<file path="src/rtl/countdown_key_ctrl.sv">
// -----------------------------------------------------------------------------
// countdown_key_ctrl
//
// Control stage that sits directly in front of the BCD ones/tens down-counters.
// It debounces the two raw pushbuttons into single-clock press events. It runs
// an IDLE/RUN/PAUSE/DONE FSM that passes divider ticks through as counter
// enables, and it requests a reload to 99. The countdown stops at 00 and the
// alarm LED is lit.
//
// Parameters
//   DB_CYCLES  clocks a synchronised key level must hold before it is accepted
//   DB_W       debounce counter width, 2**DB_W > DB_CYCLES
//
// Ports
//   clk          in   system clock
//   reset        in   asynchronous reset, active low
//   key_start_n  in   raw start/pause button, active low, asynchronous
//   key_clear_n  in   raw clear button, active low, asynchronous
//   tick         in   one-clock pulse at the count rate (clk domain)
//   ones_zero    in   ones digit is 0
//   tens_zero    in   tens digit is 0
//   count_en     out  one-clock enable pulse to the counters
//   count_load   out  one-clock pulse: counters reload to 9/9
//   state        out  00 IDLE, 01 RUN, 10 PAUSE, 11 DONE
//   alarm_led    out  alarm indicator, active in DONE
//
// Build option
//   ALARM_BLINK_EN  defined: alarm_led toggles on every tick while in DONE
//                   (it is 0 on DONE entry and is cleared on leaving DONE).
//                   undefined: alarm_led is steady 1 in DONE.
// -----------------------------------------------------------------------------
module countdown_key_ctrl #(
  parameter int unsigned DB_CYCLES = 500000,
  parameter int unsigned DB_W      = 19
) (
  input  logic       clk,
  input  logic       reset,
  input  logic       key_start_n,
  input  logic       key_clear_n,
  input  logic       tick,
  input  logic       ones_zero,
  input  logic       tens_zero,
  output logic       count_en,
  output logic       count_load,
  output logic [1:0] state,
  output logic       alarm_led
);

  typedef enum logic [1:0] {
    ST_IDLE  = 2'b00,
    ST_RUN   = 2'b01,
    ST_PAUSE = 2'b10,
    ST_DONE  = 2'b11
  } state_e;

  localparam logic [DB_W-1:0] DB_LAST = DB_W'(DB_CYCLES - 1);
  localparam int KEY_START = 0;
  localparam int KEY_CLEAR = 1;

  logic [1:0] key_n;
  logic [1:0] press;

  assign key_n = {key_clear_n, key_start_n};

  // ---------------------------------------------------------------------------
  // Key path: 2-FF synchroniser followed by a stability counter.
  // The press event is raised in the clock in which a debounced 1->0 change is
  // accepted, so the FSM reacts on the same edge the debounced level falls.
  // ---------------------------------------------------------------------------
  for (genvar k = 0; k < 2; k++) begin : g_key
    logic            sync1_q, sync2_q;
    logic            level_q, level_d;
    logic [DB_W-1:0] cnt_q, cnt_d;
    logic            differ;
    logic            accept;

    // NOTE: every flop here is a handful of bits, so all of them are reset;
    // nothing in this block is a memory that would need to stay unreset.
    always_ff @(posedge clk or negedge reset) begin
      if (!reset) begin
        sync1_q <= 1'b1;
        sync2_q <= 1'b1;
        level_q <= 1'b1;
        cnt_q   <= '0;
      end else begin
        // NOTE: non-blocking assignments make the two synchroniser stages a
        // real shift register; blocking ones would collapse them into one.
        sync1_q <= key_n[k];
        sync2_q <= sync1_q;
        level_q <= level_d;
        cnt_q   <= cnt_d;
      end
    end

    assign differ = (sync2_q != level_q);
    assign accept = differ && (cnt_q == DB_LAST);

    // The counter only advances on consecutive disagreement and clears both
    // on agreement and on acceptance, so it can never wrap.
    always_comb begin
      // NOTE: defaults first so every path assigns every output; a missing
      // branch would otherwise infer a latch.
      level_d = level_q;
      cnt_d   = '0;
      if (differ) begin
        if (accept) begin
          level_d = sync2_q;
        end else begin
          cnt_d = cnt_q + DB_W'(1);
        end
      end
    end

    assign press[k] = accept && !sync2_q;
  end

  // ---------------------------------------------------------------------------
  // Control FSM. All outputs are registered alongside the state.
  // ---------------------------------------------------------------------------
  state_e state_q, state_d;
  logic   en_q, en_d;
  logic   load_q, load_d;
  logic   alarm_q, alarm_d;
  logic   start_evt, clear_evt, at_zero;

  assign start_evt = press[KEY_START];
  assign clear_evt = press[KEY_CLEAR];
  assign at_zero   = ones_zero && tens_zero;

  always_ff @(posedge clk or negedge reset) begin
    if (!reset) begin
      state_q <= ST_IDLE;
      en_q    <= 1'b0;
      load_q  <= 1'b0;
      alarm_q <= 1'b0;
    end else begin
      state_q <= state_d;
      en_q    <= en_d;
      load_q  <= load_d;
      alarm_q <= alarm_d;
    end
  end

  always_comb begin
    state_d = state_q;
    en_d    = 1'b0;
    load_d  = 1'b0;
    if (clear_evt) begin
      // Clear overrides any start event arriving in the same clock.
      load_d  = 1'b1;
      state_d = ST_IDLE;
    end else begin
      unique case (state_q)
        ST_IDLE: begin
          if (start_evt) state_d = ST_RUN;
        end
        ST_RUN: begin
          // Start has priority over a coincident tick.
          if (start_evt) begin
            state_d = ST_PAUSE;
          end else if (tick) begin
            // Suppress the enable at 00 so the display holds 00.
            if (at_zero) state_d = ST_DONE;
            else         en_d    = 1'b1;
          end
        end
        ST_PAUSE: begin
          // Ticks are dropped here, not remembered.
          if (start_evt) state_d = ST_RUN;
        end
        ST_DONE: begin
          if (start_evt) begin
            load_d  = 1'b1;
            state_d = ST_RUN;
          end
        end
        default: state_d = ST_IDLE;
      endcase
    end
  end

`ifdef ALARM_BLINK_EN
  // Toggle only while staying in DONE; entering or leaving DONE forces 0.
  always_comb begin
    alarm_d = 1'b0;
    if (state_d == ST_DONE && state_q == ST_DONE) begin
      alarm_d = tick ? !alarm_q : alarm_q;
    end
  end
`else
  always_comb begin
    alarm_d = (state_d == ST_DONE);
  end
`endif

  assign count_en   = en_q;
  assign count_load = load_q;
  assign state      = state_q;
  assign alarm_led  = alarm_q;

endmodule
</file>
<file path="config.mk">
export PLATFORM = sky130hd
export DESIGN_NAME = countdown_key_ctrl
export DESIGN_NICKNAME = d
export VERILOG_FILES = /design/src/rtl/countdown_key_ctrl.sv
export SDC_FILE = /design/constraint.sdc
export NUM_CORES = 1
export LEC_CHECK = 0
export ABC_CLOCK_PERIOD_IN_PS = 4300
export CAP_MARGIN = 20
export CORE_ASPECT_RATIO = 0.8
export CORE_MARGIN = 2
export CORE_UTILIZATION = 35
export DETAILED_ROUTE_END_ITERATION = 8
export GPL_TIMING_DRIVEN = 0
export HOLD_SLACK_MARGIN = 0.12
export PLACE_DENSITY_LB_ADDON = 0.05
export SYNTH_ARGS = -nofsm -noshare
export SYNTH_HDL_FRONTEND = slang
export SYNTH_SLANG_ARGS = --single-unit
</file>
<file path="constraint.sdc">
create_clock -name clk -period 4.3 [get_ports clk]
set_input_delay 1.075 -clock clk [delete_from_list [all_inputs] [get_ports clk]]
set_output_delay 1.075 -clock clk [all_outputs]
set_load 0.05 [all_outputs]
</file>
==> impl_results.html, run 1 <==
<table>
<tr><th>Metric</th><th>Value</th></tr>
<tr><th colspan="2">Floorplan</th></tr>
<tr><td>Die Area</td><td>0.00749 mm²</td></tr>
<tr><td>Height of the die</td><td>77.8 µm</td></tr>
<tr><td>Effective utilization at floorplan</td><td>36.8%</td></tr>
<tr><td>Top-Level Pins</td><td>12</td></tr>
<tr><td>Core Box Area</td><td>0.00647 mm²</td></tr>
<tr><td>Horizontal die dimension</td><td>96.2 µm</td></tr>
<tr><td>Number of cell rows</td><td>26</td></tr>
<tr><th colspan="2">Setup path</th></tr>
<tr><td>Type of origin of the critical path</td><td>flop</td></tr>
<tr><td>Required time worst endpoint</td><td>3.22 ns</td></tr>
<tr><td>Cell with the biggest individual delay on the critical path</td><td>clkdlybuf4s50_1</td></tr>
<tr><td>Buffer and inverter count on the worst path</td><td>1</td></tr>
<tr><td>Crit path capture type</td><td>output port</td></tr>
<tr><td>Critical setup path kind</td><td>reg2out</td></tr>
<tr><td>Data arrival time of the worst path</td><td>1.60 ns</td></tr>
<tr><td>Delay of the slowest cell on the worst path</td><td>0.84 ns</td></tr>
<tr><td>Highest fanout seen on the critical path</td><td>7</td></tr>
<tr><td>Gate family responsible for the most delay along the worst path</td><td>buffers and inverters</td></tr>
<tr><td>Cell Chain, Critical Path</td><td>clkdlybuf4s50_1</td></tr>
<tr><th colspan="2">Synthesis</th></tr>
<tr><td>Number of nets in the synthesized netlist</td><td>235</td></tr>
<tr><td>Share of synthesized registers carrying an async set or reset</td><td>100%</td></tr>
<tr><td>Flip-flop and latch count after synthesis</td><td>49</td></tr>
<tr><td>Sequential-to-total area share from yosys stat</td><td>51.8%</td></tr>
<tr><td>Cell count after synthesis</td><td>226</td></tr>
<tr><td>Yosys synthesis warning count</td><td>0</td></tr>
<tr><td>Area of the mapped netlist</td><td>0.00238 mm²</td></tr>
<tr><td>Most area-consuming cells after synthesis</td><td>dfrtp_1 (45%), xor2_1 (7.4%), dfstp_2 (6.6%)</td></tr>
<tr><td>Share of the synthesized area in the top cell type</td><td>45.2%</td></tr>
<tr><td>Prevailing post-synth register cell</td><td>dfrtp_1</td></tr>
<tr><td>Top cell types by occurrence after synthesis</td><td>dfrtp_1 (43), nor2_1 (33), xor2_1 (20), nand3_1 (16), nand2_1 (10)</td></tr>
<tr><td>Post-synthesis average cell area</td><td>10.5 µm²</td></tr>
<tr><td>Top cell type by total area after synthesis</td><td>dfrtp_1</td></tr>
<tr><td>Number of enable flip-flop cells after synthesis</td><td>0</td></tr>
<tr><td>Most numerous cell in the Yosys netlist</td><td>dfrtp_1</td></tr>
<tr><td>Number of distinct library cells after synthesis</td><td>42</td></tr>
<tr><th colspan="2">Clocking</th></tr>
<tr><td>Post_cts resized</td><td>0</td></tr>
<tr><td>Insertion delay of the later-clocked pin in the worst-skew pair</td><td>0.30 ns</td></tr>
<tr><td>Clock transition at path regs</td><td>0.09 ns</td></tr>
<tr><td>Num CTS Buffers</td><td>5</td></tr>
<tr><td>CTS Hold Buffers Added</td><td>0</td></tr>
<tr><td>H-tree level count</td><td>2</td></tr>
<tr><td>Sinks on Clock Net</td><td>49</td></tr>
<tr><td>Maximum clock path buffer count</td><td>2</td></tr>
<tr><td>Clock root buffer</td><td>clkbuf_8</td></tr>
<tr><td>TritonCTS clock tree</td><td>yes</td></tr>
<tr><td>Number of setup buffers added after CTS</td><td>0</td></tr>
<tr><th colspan="2">STA</th></tr>
<tr><td>Final hold violation count</td><td>0</td></tr>
<tr><td>Post-route clock period utilization</td><td>62.1%</td></tr>
<tr><td>Actual transition at the worst max-transition pin</td><td>0.591 ns</td></tr>
<tr><td>Fmax achieved</td><td>375 MHz</td></tr>
<tr><td>Slew Limit Fails</td><td>0</td></tr>
<tr><td>Worst clock skew</td><td>0.0118 ns</td></tr>
<tr><td>Tmin final</td><td>2.67 ns</td></tr>
<tr><td>Max transition margin</td><td>60.6%</td></tr>
<tr><td>Setup TNS Final</td><td>0 ns</td></tr>
<tr><td>Setup WS post-layout</td><td>1.63 ns</td></tr>
<tr><td>Setup repair after global routing missed its margin</td><td>false</td></tr>
<tr><td># setup viols final</td><td>0</td></tr>
<tr><th colspan="2">Drt</th></tr>
<tr><td>Remaining design rule violation count</td><td>0</td></tr>
<tr><td>Count of TritonRoute iterations in the first routing pass</td><td>4</td></tr>
<tr><td>Violation count after the first detailed-route iteration</td><td>74</td></tr>
<tr><td>Wirelength per Cell</td><td>14.7 µm</td></tr>
<tr><td>Number of vias after detailed routing</td><td>1686</td></tr>
<tr><td>Overall routed net length</td><td>4840 µm</td></tr>
<tr><td>Number of vias per cell</td><td>5.11</td></tr>
<tr><td>Antenna-violating nets left</td><td>0</td></tr>
<tr><th colspan="2">Finish</th></tr>
<tr><td>Ratio of cells with drive above 1 in the final layout</td><td>13.0%</td></tr>
<tr><td>Number of nets in the finished design</td><td>254</td></tr>
<tr><td>Cell Count, Final, Fillers Out</td><td>330</td></tr>
<tr><td>Total of fill cells in the finished design</td><td>644</td></tr>
<tr><td>Number of inserted diodes</td><td>0</td></tr>
<tr><td>Growth of design area from synthesis to finish</td><td>14.5%</td></tr>
<tr><td>Total non-filler cell area in the finished layout</td><td>0.00273 mm²</td></tr>
<tr><th colspan="2">Place</th></tr>
<tr><td>Worst slack at placement</td><td>1.98 ns</td></tr>
<tr><td>Count of input and output buffers</td><td>11</td></tr>
<tr><td>Placed instance count</td><td>322</td></tr>
<tr><td>Final RePlAce weighted congestion</td><td>0.736</td></tr>
<tr><td>Detail Placement HPWL</td><td>3420 µm</td></tr>
<tr><td>Post-detailed-placement cell area</td><td>0.00261 mm²</td></tr>
<tr><th colspan="2">Status</th></tr>
<tr><td>Result of the run</td><td>complete, no violations</td></tr>
<tr><th colspan="2">Global routing</th></tr>
<tr><td>Wire length of the first global-routing pass</td><td>8280 µm</td></tr>
<tr><td>Maximum number of pins on one net before global-route repair</td><td>26</td></tr>
<tr><td>Total grt overflow</td><td>0</td></tr>
<tr><td>Antenna violations before repair</td><td>0</td></tr>
<tr><td>All-layer global routing usage</td><td>14.5%</td></tr>
<tr><td>Via count of the first global-routing pass</td><td>1603</td></tr>
<tr><th colspan="2">Pwr</th></tr>
<tr><td>Lkg Pwr</td><td>1.13 nW</td></tr>
<tr><td>Power density over the cells</td><td>312 mW/mm²</td></tr>
<tr><td>Peak VDD IR</td><td>0.124 mV</td></tr>
<tr><th colspan="2">Min path</th></tr>
<tr><td>Kind of path behind the tightest hold check</td><td>reg2reg</td></tr>
<tr><th colspan="2">Run</th></tr>
<tr><td>Max-cap violation count</td><td>0</td></tr>
</table>
## power by group
part	switching, W	total (W)	internal (W)
sequential	0.00000624	0.000475	0.000469
combinational	0.0000217	0.0000341	0.0000124
clock	0.000154	0.000344	0.000190
## metal layers
layer	GRT usage [%]	vias to the layer above	wire, µm
li1	-	849	-
met1	23.7	810	2810
met2	18.2	22	1800
met3	3.50	5	166
met4	4.29	0	52
met5	0	-	0
## final cells by class
type | count | area, µm² | share of cell area (%)
Buffer | 4 | 25.0 | 0.917
Clock buffer | 7 | 86.3 | 3.16
Clock inverter | 1 | 30.0 | 1.10
Inverter | 5 | 18.8 | 0.688
Multi-Input combinational cell | 168 | 1100 | 40.5
Sequential cell | 49 | 1230 | 45.2
Tap cell | 84 | 105 | 3.85
Timing Repair Buffer | 12 | 125 | 4.59
## stage by stage
stage	total power (W)	hold WS (ns)	util, %
floorplan	0.000496	0.345	-
global placement	0.000517	0.346	40.1
detailed placement	0.000519	0.347	40.4
CTS	0.000867	0.361	42.2
global route	0.000895	0.370	42.2
finish	0.000853	0.361	42.2
## cells by family after synthesis
logic type / after synthesis / share of synthesized area (%)
AOI/OAI and AO/OA: 23 / 6.20
buffers and inverters: 9 / 1.84
adders and majority gates: 2 / 1.05
DFF: 49 / 51.8
muxes: 2 / 0.945
xor gates and xnor gates: 28 / 10.3
and+or+nand+nor: 113 / 27.9
## state kept, by name, summed over array words and instances (netlist names)
name,flops
g_key.sync2_q,2
count_load,1
state,2
g_key.cnt_q,38
alarm_led,1
g_key.sync1_q,2
g_key.level_q,2
count_en,1
## worst paths after layout
kind	startpoint	to	slack [ns]	depth (start not counted)
setup / recovery	state[0]	state[0]	1.63	1
hold / removal	g_key[0].sync1_q	g_key[0].sync2_q	0.36	0
setup reg to reg	g_key[0].cnt_q[9]	g_key[0].cnt_q[10]	2.09	5
hold reg to reg	g_key[0].sync1_q	g_key[0].sync2_q	0.36	0
max in group asynchronous	reset	g_key[0].sync1_q	2.92	2
min in group asynchronous	reset	state[1]	0.77	1
## cells in the final DEF (no fill, tap or decap), types with 8 or more instances in the layout
cell type and instances:
and4_1 8, nand4_1 9, nor2_1 33, a21oi_1 8, dfrtp_1 43, xnor2_1 8
xor2_1 20, clkdlybuf4s50_1 10, nand2_1 10, nand3_1 16
No activity file was read; power rests on OpenSTA's default activity.
==> inputs of run 2 (changes only) <==
ABC_CLOCK_PERIOD_IN_PS = 2400   (was 4300)
clock period = 2.4 ns   (was 4.3 ns; I/O delays follow)
==> impl_results.html, run 2 (same netlist as run 1, synthesis figures left out) <==
<table>
<tr><th>Metric</th><th>Value</th></tr>
<tr><th colspan="2">Status</th></tr>
<tr><td>Result of the run</td><td>complete, no violations</td></tr>
<tr><th colspan="2">Place</th></tr>
<tr><td>Post-detailed-placement cell area</td><td>0.00261 mm²</td></tr>
<tr><td>Final RePlAce weighted congestion</td><td>0.736</td></tr>
<tr><td>Detail Placement HPWL</td><td>3420 µm</td></tr>
<tr><td>Worst slack at placement</td><td>0.186 ns</td></tr>
<tr><td>Count of input and output buffers</td><td>11</td></tr>
<tr><th colspan="2">Setup path</th></tr>
<tr><td>Delay of the slowest cell on the worst path</td><td>0.84 ns</td></tr>
<tr><td>Critical setup path kind</td><td>reg2out</td></tr>
<tr><td>Startpoint of the worst-slack reg-to-reg timing path</td><td>g_key[0].cnt_q[9]</td></tr>
<tr><td>Worst R2R Setup Slack</td><td>0.26 ns</td></tr>
<tr><td>Cell Chain, Critical Path</td><td>clkdlybuf4s50_1</td></tr>
<tr><td>Crit path capture type</td><td>output port</td></tr>
<tr><td>Data arrival time of the worst path</td><td>1.59 ns</td></tr>
<tr><td>Cell with the biggest individual delay on the critical path</td><td>clkdlybuf4s50_1</td></tr>
<tr><td>Buffer and inverter count on the worst path</td><td>1</td></tr>
<tr><td>Endpoint of the most critical register-to-register path</td><td>g_key[0].cnt_q[10]</td></tr>
<tr><td>Required time worst endpoint</td><td>1.80 ns</td></tr>
<tr><td>Number of cell instances on the worst register-to-register path</td><td>5</td></tr>
<tr><td>Type of origin of the critical path</td><td>flop</td></tr>
<tr><td>Gate family responsible for the most delay along the worst path</td><td>buffers and inverters</td></tr>
<tr><td>Highest fanout seen on the critical path</td><td>7</td></tr>
<tr><th colspan="2">Floorplan</th></tr>
<tr><td>Height of the die</td><td>77.8 µm</td></tr>
<tr><td>Top-Level Pins</td><td>12</td></tr>
<tr><td>Horizontal die dimension</td><td>96.2 µm</td></tr>
<tr><td>Effective utilization at floorplan</td><td>36.8%</td></tr>
<tr><td>Core Box Area</td><td>0.00647 mm²</td></tr>
<tr><td>Die Area</td><td>0.00749 mm²</td></tr>
<tr><td>Number of cell rows</td><td>26</td></tr>
<tr><th colspan="2">Clocking</th></tr>
<tr><td>Num CTS Buffers</td><td>5</td></tr>
<tr><td>TritonCTS clock tree</td><td>yes</td></tr>
<tr><td>Clock transition at path regs</td><td>0.09 ns</td></tr>
<tr><td>Sinks on Clock Net</td><td>49</td></tr>
<tr><td>CTS Hold Buffers Added</td><td>0</td></tr>
<tr><td>H-tree level count</td><td>2</td></tr>
<tr><td>Insertion delay of the later-clocked pin in the worst-skew pair</td><td>0.30 ns</td></tr>
<tr><td>Maximum clock path buffer count</td><td>2</td></tr>
<tr><td>Clock root buffer</td><td>clkbuf_8</td></tr>
<tr><th colspan="2">Finish</th></tr>
<tr><td>Most common cell after layout, fill and taps aside</td><td>dfrtp_1</td></tr>
<tr><td>Highest-count cells in the layout ignoring fill and taps</td><td>dfrtp_1 (43), nor2_1 (33), xor2_1 (20), nand3_1 (16)</td></tr>
<tr><td>Number of nets in the finished design</td><td>254</td></tr>
<tr><td>Total of fill cells in the finished design</td><td>640</td></tr>
<tr><td>Reg with most FFs</td><td>g_key.cnt_q</td></tr>
<tr><td>Total non-filler cell area in the finished layout</td><td>0.00274 mm²</td></tr>
<tr><td>Number of inserted diodes</td><td>0</td></tr>
<tr><td>Ratio of cells with drive above 1 in the final layout</td><td>13.0%</td></tr>
<tr><td>Fin util</td><td>42.4%</td></tr>
<tr><td>Flip-flop count of the largest register after layout</td><td>38</td></tr>
<tr><td>Growth of design area from synthesis to finish</td><td>15.2%</td></tr>
<tr><th colspan="2">Pwr</th></tr>
<tr><td>Lkg Pwr</td><td>1.13 nW</td></tr>
<tr><td>Peak VDD IR</td><td>0.222 mV</td></tr>
<tr><td>Total power consumption of the routed design</td><td>0.00153 W</td></tr>
<tr><td>Power density over the cells</td><td>558 mW/mm²</td></tr>
<tr><th colspan="2">STA</th></tr>
<tr><td>Post-route clock period utilization</td><td>91.4%</td></tr>
<tr><td>Worst clock skew</td><td>0.0117 ns</td></tr>
<tr><td>Tmin final</td><td>2.19 ns</td></tr>
<tr><td>Fmax achieved</td><td>456 MHz</td></tr>
<tr><td>Max transition margin</td><td>60.5%</td></tr>
<tr><td>Setup TNS Final</td><td>0 ns</td></tr>
<tr><td>Setup WS post-layout</td><td>0.206 ns</td></tr>
<tr><td># setup viols final</td><td>0</td></tr>
<tr><td>Actual transition at the worst max-transition pin</td><td>0.592 ns</td></tr>
<tr><td>Setup repair after global routing missed its margin</td><td>false</td></tr>
<tr><td>Slew Limit Fails</td><td>0</td></tr>
<tr><td>Final hold violation count</td><td>0</td></tr>
<tr><th colspan="2">Global routing</th></tr>
<tr><td>Wire length of the first global-routing pass</td><td>8280 µm</td></tr>
<tr><td>Antenna violations before repair</td><td>0</td></tr>
<tr><td>Maximum number of pins on one net before global-route repair</td><td>26</td></tr>
<tr><td>Via count of the first global-routing pass</td><td>1603</td></tr>
<tr><td>Total grt overflow</td><td>0</td></tr>
<tr><td>All-layer global routing usage</td><td>14.5%</td></tr>
<tr><th colspan="2">Drt</th></tr>
<tr><td>Number of vias per cell</td><td>5.10</td></tr>
<tr><td>Overall routed net length</td><td>4850 µm</td></tr>
<tr><td>Remaining design rule violation count</td><td>0</td></tr>
<tr><td>Count of TritonRoute iterations in the first routing pass</td><td>4</td></tr>
<tr><td>Violation count after the first detailed-route iteration</td><td>73</td></tr>
<tr><td>Antenna-violating nets left</td><td>0</td></tr>
<tr><td>Wirelength per Cell</td><td>14.7 µm</td></tr>
<tr><td>Number of vias after detailed routing</td><td>1682</td></tr>
<tr><th colspan="2">Run</th></tr>
<tr><td>Max-cap violation count</td><td>0</td></tr>
<tr><th colspan="2">Min path</th></tr>
<tr><td>Kind of path behind the tightest hold check</td><td>in2async</td></tr>
</table>
-- run 2: cell counts in the layout (fill, tap and decap cells not counted) --
Identical to the previous run, type by type.
-- run 2: worst max path at each step --
stage	startpoint	end	slack [ns]	depth (start not counted)
after global routing	g_key[0].cnt_q[0]	g_key[0].cnt_q[8]	0.03	6
after global placement	reset	g_key[1].cnt_q[1]	-0.84	1
after CTS	g_key[1].cnt_q[0]	g_key[1].cnt_q[9]	0.18	7
final	state[0]	state[0]	0.21	1
after detailed placement	g_key[1].cnt_q[0]	g_key[1].cnt_q[9]	0.19	7
after floorplan	g_key[1].cnt_q[0]	g_key[1].cnt_q[11]	0.60	7
-- run 2: power by group --
| part | switching, W | total [W] | internal (W) |
|---|---|---|---|
| clock network | 0.000277 | 0.000617 | 0.000340 |
| registers | 0.0000112 | 0.000851 | 0.000839 |
| logic | 0.0000396 | 0.0000627 | 0.0000231 |
| total | 0.000328 | 0.00153 | 0.00120 |
-- run 2: final cells by class --
class                      count  area, µm²  area share [%]
multi-input combinational    168       1120            40.8
timing repair buffer          12        125            4.56
sequential                    49       1230            45.0
inverter                       5       18.8           0.684
buffer                         4       25.0           0.912
clock buffer                   7       86.3            3.15
clock inverter                 1       30.0            1.09
tap                           84        105            3.83
-- run 2: timing repair --
| action | in CTS | in global routing |
|---|---|---|
| hold endpoints to repair | 0 | 0 |
| buffers inserted | 0 | 0 |
| setup endpoints to repair | 0 | 14 |
| resized for setup | 0 | 2 |
-- run 2: metrics by stage --
stage	hold WS, ns	instances
after global placement	0.346	321
after detailed placement	0.347	322
after global routing	0.323	330
after CTS	0.300	330
final	0.294	330
after floorplan	0.304	226
-- run 2: routing by layer --
| metal | track usage [%] | up-vias | wire [µm] |
|---|---|---|---|
| met3 | 3.50 | 5 | 168 |
| li1 | - | 850 | - |
| met2 | 18.2 | 22 | 1800 |
| met1 | 23.7 | 805 | 2830 |
| met4 | 4.29 | 0 | 52 |
| met5 | 0 | - | 0 |
==> inputs of run 3 (changes only) <==
CORE_ASPECT_RATIO = 1.25   (was 0.8)
==> impl_results.html, run 3 (same netlist as run 1, synthesis figures left out) <==
<table>
<tr><th>Metric</th><th>Value</th></tr>
<tr><th colspan="2">Status</th></tr>
<tr><td>Result of the run</td><td>complete, no violations</td></tr>
<tr><th colspan="2">Min path</th></tr>
<tr><td>Kind of path behind the tightest hold check</td><td>in2async</td></tr>
<tr><th colspan="2">Clocking</th></tr>
<tr><td>Insertion delay of the later-clocked pin in the worst-skew pair</td><td>0.31 ns</td></tr>
<tr><td>Clock root buffer</td><td>clkbuf_8</td></tr>
<tr><td>Sinks on Clock Net</td><td>49</td></tr>
<tr><td>Maximum clock path buffer count</td><td>2</td></tr>
<tr><td>CTS Hold Buffers Added</td><td>0</td></tr>
<tr><td>Number of setup buffers added after CTS</td><td>0</td></tr>
<tr><td>Clock transition at path regs</td><td>0.09 ns</td></tr>
<tr><td>H-tree level count</td><td>2</td></tr>
<tr><td>TritonCTS clock tree</td><td>yes</td></tr>
<tr><td>Num CTS Buffers</td><td>5</td></tr>
<tr><th colspan="2">Run</th></tr>
<tr><td>Max-cap violation count</td><td>0</td></tr>
<tr><th colspan="2">Finish</th></tr>
<tr><td>Most common cell after layout, fill and taps aside</td><td>dfrtp_1</td></tr>
<tr><td>Total of fill cells in the finished design</td><td>639</td></tr>
<tr><td>Highest-count cells in the layout ignoring fill and taps</td><td>dfrtp_1 (43), nor2_1 (33), xor2_1 (20), nand3_1 (16)</td></tr>
<tr><td>Number of nets in the finished design</td><td>254</td></tr>
<tr><td>Reg with most FFs</td><td>g_key.cnt_q</td></tr>
<tr><td>Flip-flop count of the largest register after layout</td><td>38</td></tr>
<tr><td>Cell Count, Final, Fillers Out</td><td>333</td></tr>
<tr><td>Growth of design area from synthesis to finish</td><td>15.8%</td></tr>
<tr><td>Ratio of cells with drive above 1 in the final layout</td><td>13.4%</td></tr>
<tr><td>Area taken by multi-input logic gates</td><td>0.00111 mm²</td></tr>
<tr><td>Fin util</td><td>42.0%</td></tr>
<tr><td>Number of inserted diodes</td><td>0</td></tr>
<tr><td>Storage cell area</td><td>0.00123 mm²</td></tr>
<tr><th colspan="2">Setup path</th></tr>
<tr><td>Required time worst endpoint</td><td>1.80 ns</td></tr>
<tr><td>Number of cell instances on the worst register-to-register path</td><td>7</td></tr>
<tr><td>Critical setup path kind</td><td>reg2out</td></tr>
<tr><td>Cell with the biggest individual delay on the critical path</td><td>clkdlybuf4s50_1</td></tr>
<tr><td>Highest fanout seen on the critical path</td><td>7</td></tr>
<tr><td>Buffer and inverter count on the worst path</td><td>1</td></tr>
<tr><td>Delay of the slowest cell on the worst path</td><td>0.84 ns</td></tr>
<tr><td>Gate family responsible for the most delay along the worst path</td><td>buffers and inverters</td></tr>
<tr><td>Data arrival time of the worst path</td><td>1.61 ns</td></tr>
<tr><td>Startpoint of the worst-slack reg-to-reg timing path</td><td>g_key[1].cnt_q[0]</td></tr>
<tr><td>Type of origin of the critical path</td><td>flop</td></tr>
<tr><td>Worst R2R Setup Slack</td><td>0.20 ns</td></tr>
<tr><td>Endpoint of the most critical register-to-register path</td><td>g_key[1].cnt_q[11]</td></tr>
<tr><td>Cell Chain, Critical Path</td><td>clkdlybuf4s50_1</td></tr>
<tr><td>Crit path capture type</td><td>output port</td></tr>
<tr><th colspan="2">Floorplan</th></tr>
<tr><td>Effective utilization at floorplan</td><td>36.3%</td></tr>
<tr><td>Height of the die</td><td>96.2 µm</td></tr>
<tr><td>Core Box Area</td><td>0.00657 mm²</td></tr>
<tr><td>Die Area</td><td>0.00749 mm²</td></tr>
<tr><td>Number of cell rows</td><td>33</td></tr>
<tr><td>Horizontal die dimension</td><td>77.8 µm</td></tr>
<tr><td>Top-Level Pins</td><td>12</td></tr>
<tr><th colspan="2">Pwr</th></tr>
<tr><td>Power density over the cells</td><td>584 mW/mm²</td></tr>
<tr><td>Peak VDD IR</td><td>0.295 mV</td></tr>
<tr><td>Total power consumption of the routed design</td><td>0.00161 W</td></tr>
<tr><td>Lkg Pwr</td><td>1.14 nW</td></tr>
<tr><th colspan="2">Global routing</th></tr>
<tr><td>Antenna violations before repair</td><td>0</td></tr>
<tr><td>M2 GR Usage</td><td>25.9%</td></tr>
<tr><td>GRT Max-Usage Layer</td><td>met2</td></tr>
<tr><td>Via count of the first global-routing pass</td><td>1710</td></tr>
<tr><td>All-layer global routing usage</td><td>14.5%</td></tr>
<tr><td>Maximum number of pins on one net before global-route repair</td><td>28</td></tr>
<tr><td>GR Util met1</td><td>16.9%</td></tr>
<tr><td>Global routing usage on met3</td><td>3.38%</td></tr>
<tr><td>Wire length of the first global-routing pass</td><td>8340 µm</td></tr>
<tr><td>Total grt overflow</td><td>0</td></tr>
<tr><th colspan="2">STA</th></tr>
<tr><td>Max transition margin</td><td>61.7%</td></tr>
<tr><td># setup viols final</td><td>0</td></tr>
<tr><td>Worst clock skew</td><td>0.00430 ns</td></tr>
<tr><td>Fmax achieved</td><td>453 MHz</td></tr>
<tr><td>Post-route clock period utilization</td><td>92.0%</td></tr>
<tr><td>Tmin final</td><td>2.21 ns</td></tr>
<tr><td>Final hold violation count</td><td>0</td></tr>
<tr><td>Setup repair after global routing missed its margin</td><td>false</td></tr>
<tr><td>Setup TNS Final</td><td>0 ns</td></tr>
<tr><td>Hold WS</td><td>0.270 ns</td></tr>
<tr><td>Slew Limit Fails</td><td>0</td></tr>
<tr><td>Actual transition at the worst max-transition pin</td><td>0.573 ns</td></tr>
<tr><th colspan="2">Drt</th></tr>
<tr><td>Violation count after the first detailed-route iteration</td><td>83</td></tr>
<tr><td>Wirelength per Cell</td><td>14.3 µm</td></tr>
<tr><td>Remaining design rule violation count</td><td>0</td></tr>
<tr><td>Antenna-violating nets left</td><td>0</td></tr>
<tr><td>Overall routed net length</td><td>4780 µm</td></tr>
<tr><td>Number of vias after detailed routing</td><td>1717</td></tr>
<tr><td>Count of TritonRoute iterations in the first routing pass</td><td>4</td></tr>
<tr><td>Number of vias per cell</td><td>5.16</td></tr>
<tr><th colspan="2">Place</th></tr>
<tr><td>Detail Placement HPWL</td><td>3490 µm</td></tr>
<tr><td>Final RePlAce weighted congestion</td><td>0.780</td></tr>
<tr><td>Placed instance count</td><td>325</td></tr>
<tr><td>Count of input and output buffers</td><td>11</td></tr>
</table>
==> run 3: metal layers <==
| metal | wire, µm | vias to the layer above |
|---|---|---|
| met5 | 0 | - |
| met4 | 67 | 0 |
| met3 | 111 | 5 |
| met2 | 2540 | 16 |
| met1 | 2060 | 839 |
| li1 | - | 857 |
==> run 3: area by class of cell <==
class | instances | area share (%)
clock buffer | 5 | 2.50
tap | 87 | 3.95
inverter | 5 | 0.681
multi-input combinational | 168 | 40.3
sequential | 49 | 44.7
buffer | 4 | 0.907
timing repair buffer | 12 | 4.54
clock inverter | 3 | 2.36
==> run 3: stage by stage <==
step,setup WS (ns),instance area [µm²]
after detailed placement,0.168,2620
after global placement,-0.844,2600
after floorplan,0.604,2380
final,0.192,2760
after global routing,0.0167,2760
after CTS,0.143,2750
==> run 3: where the power goes <==
| part | total [W] | internal (W) | switching (W) | leakage, nW |
|---|---|---|---|---|
| combinational | 0.0000593 | 0.0000226 | 0.0000367 | 0.418 |
| clock | 0.000701 | 0.000414 | 0.000287 | 0.0681 |
| sequential | 0.000851 | 0.000839 | 0.0000111 | 0.653 |
| total | 0.00161 | 0.00128 | 0.000335 | 1.14 |
==> run 3: timing repair <==
item	4_1_cts	5_1_grt
hold endpoints to repair	0	0
setup endpoints to repair	0	10
resized for setup	0	1
==> run 3: worst max-delay path by stage <==
| stage | start | to | slack, ns | cells after the start |
|---|---|---|---|---|
| after detailed placement | g_key[0].cnt_q[0] | g_key[0].cnt_q[9] | 0.17 | 6 |
| after floorplan | g_key[1].cnt_q[0] | g_key[1].cnt_q[11] | 0.60 | 7 |
| final | state[0] | state[0] | 0.19 | 1 |
| after CTS | g_key[0].cnt_q[0] | g_key[0].cnt_q[11] | 0.14 | 6 |
| after global placement | reset | g_key[0].cnt_q[1] | -0.84 | 1 |
| after global routing | g_key[1].cnt_q[0] | g_key[1].cnt_q[9] | 0.02 | 7 |
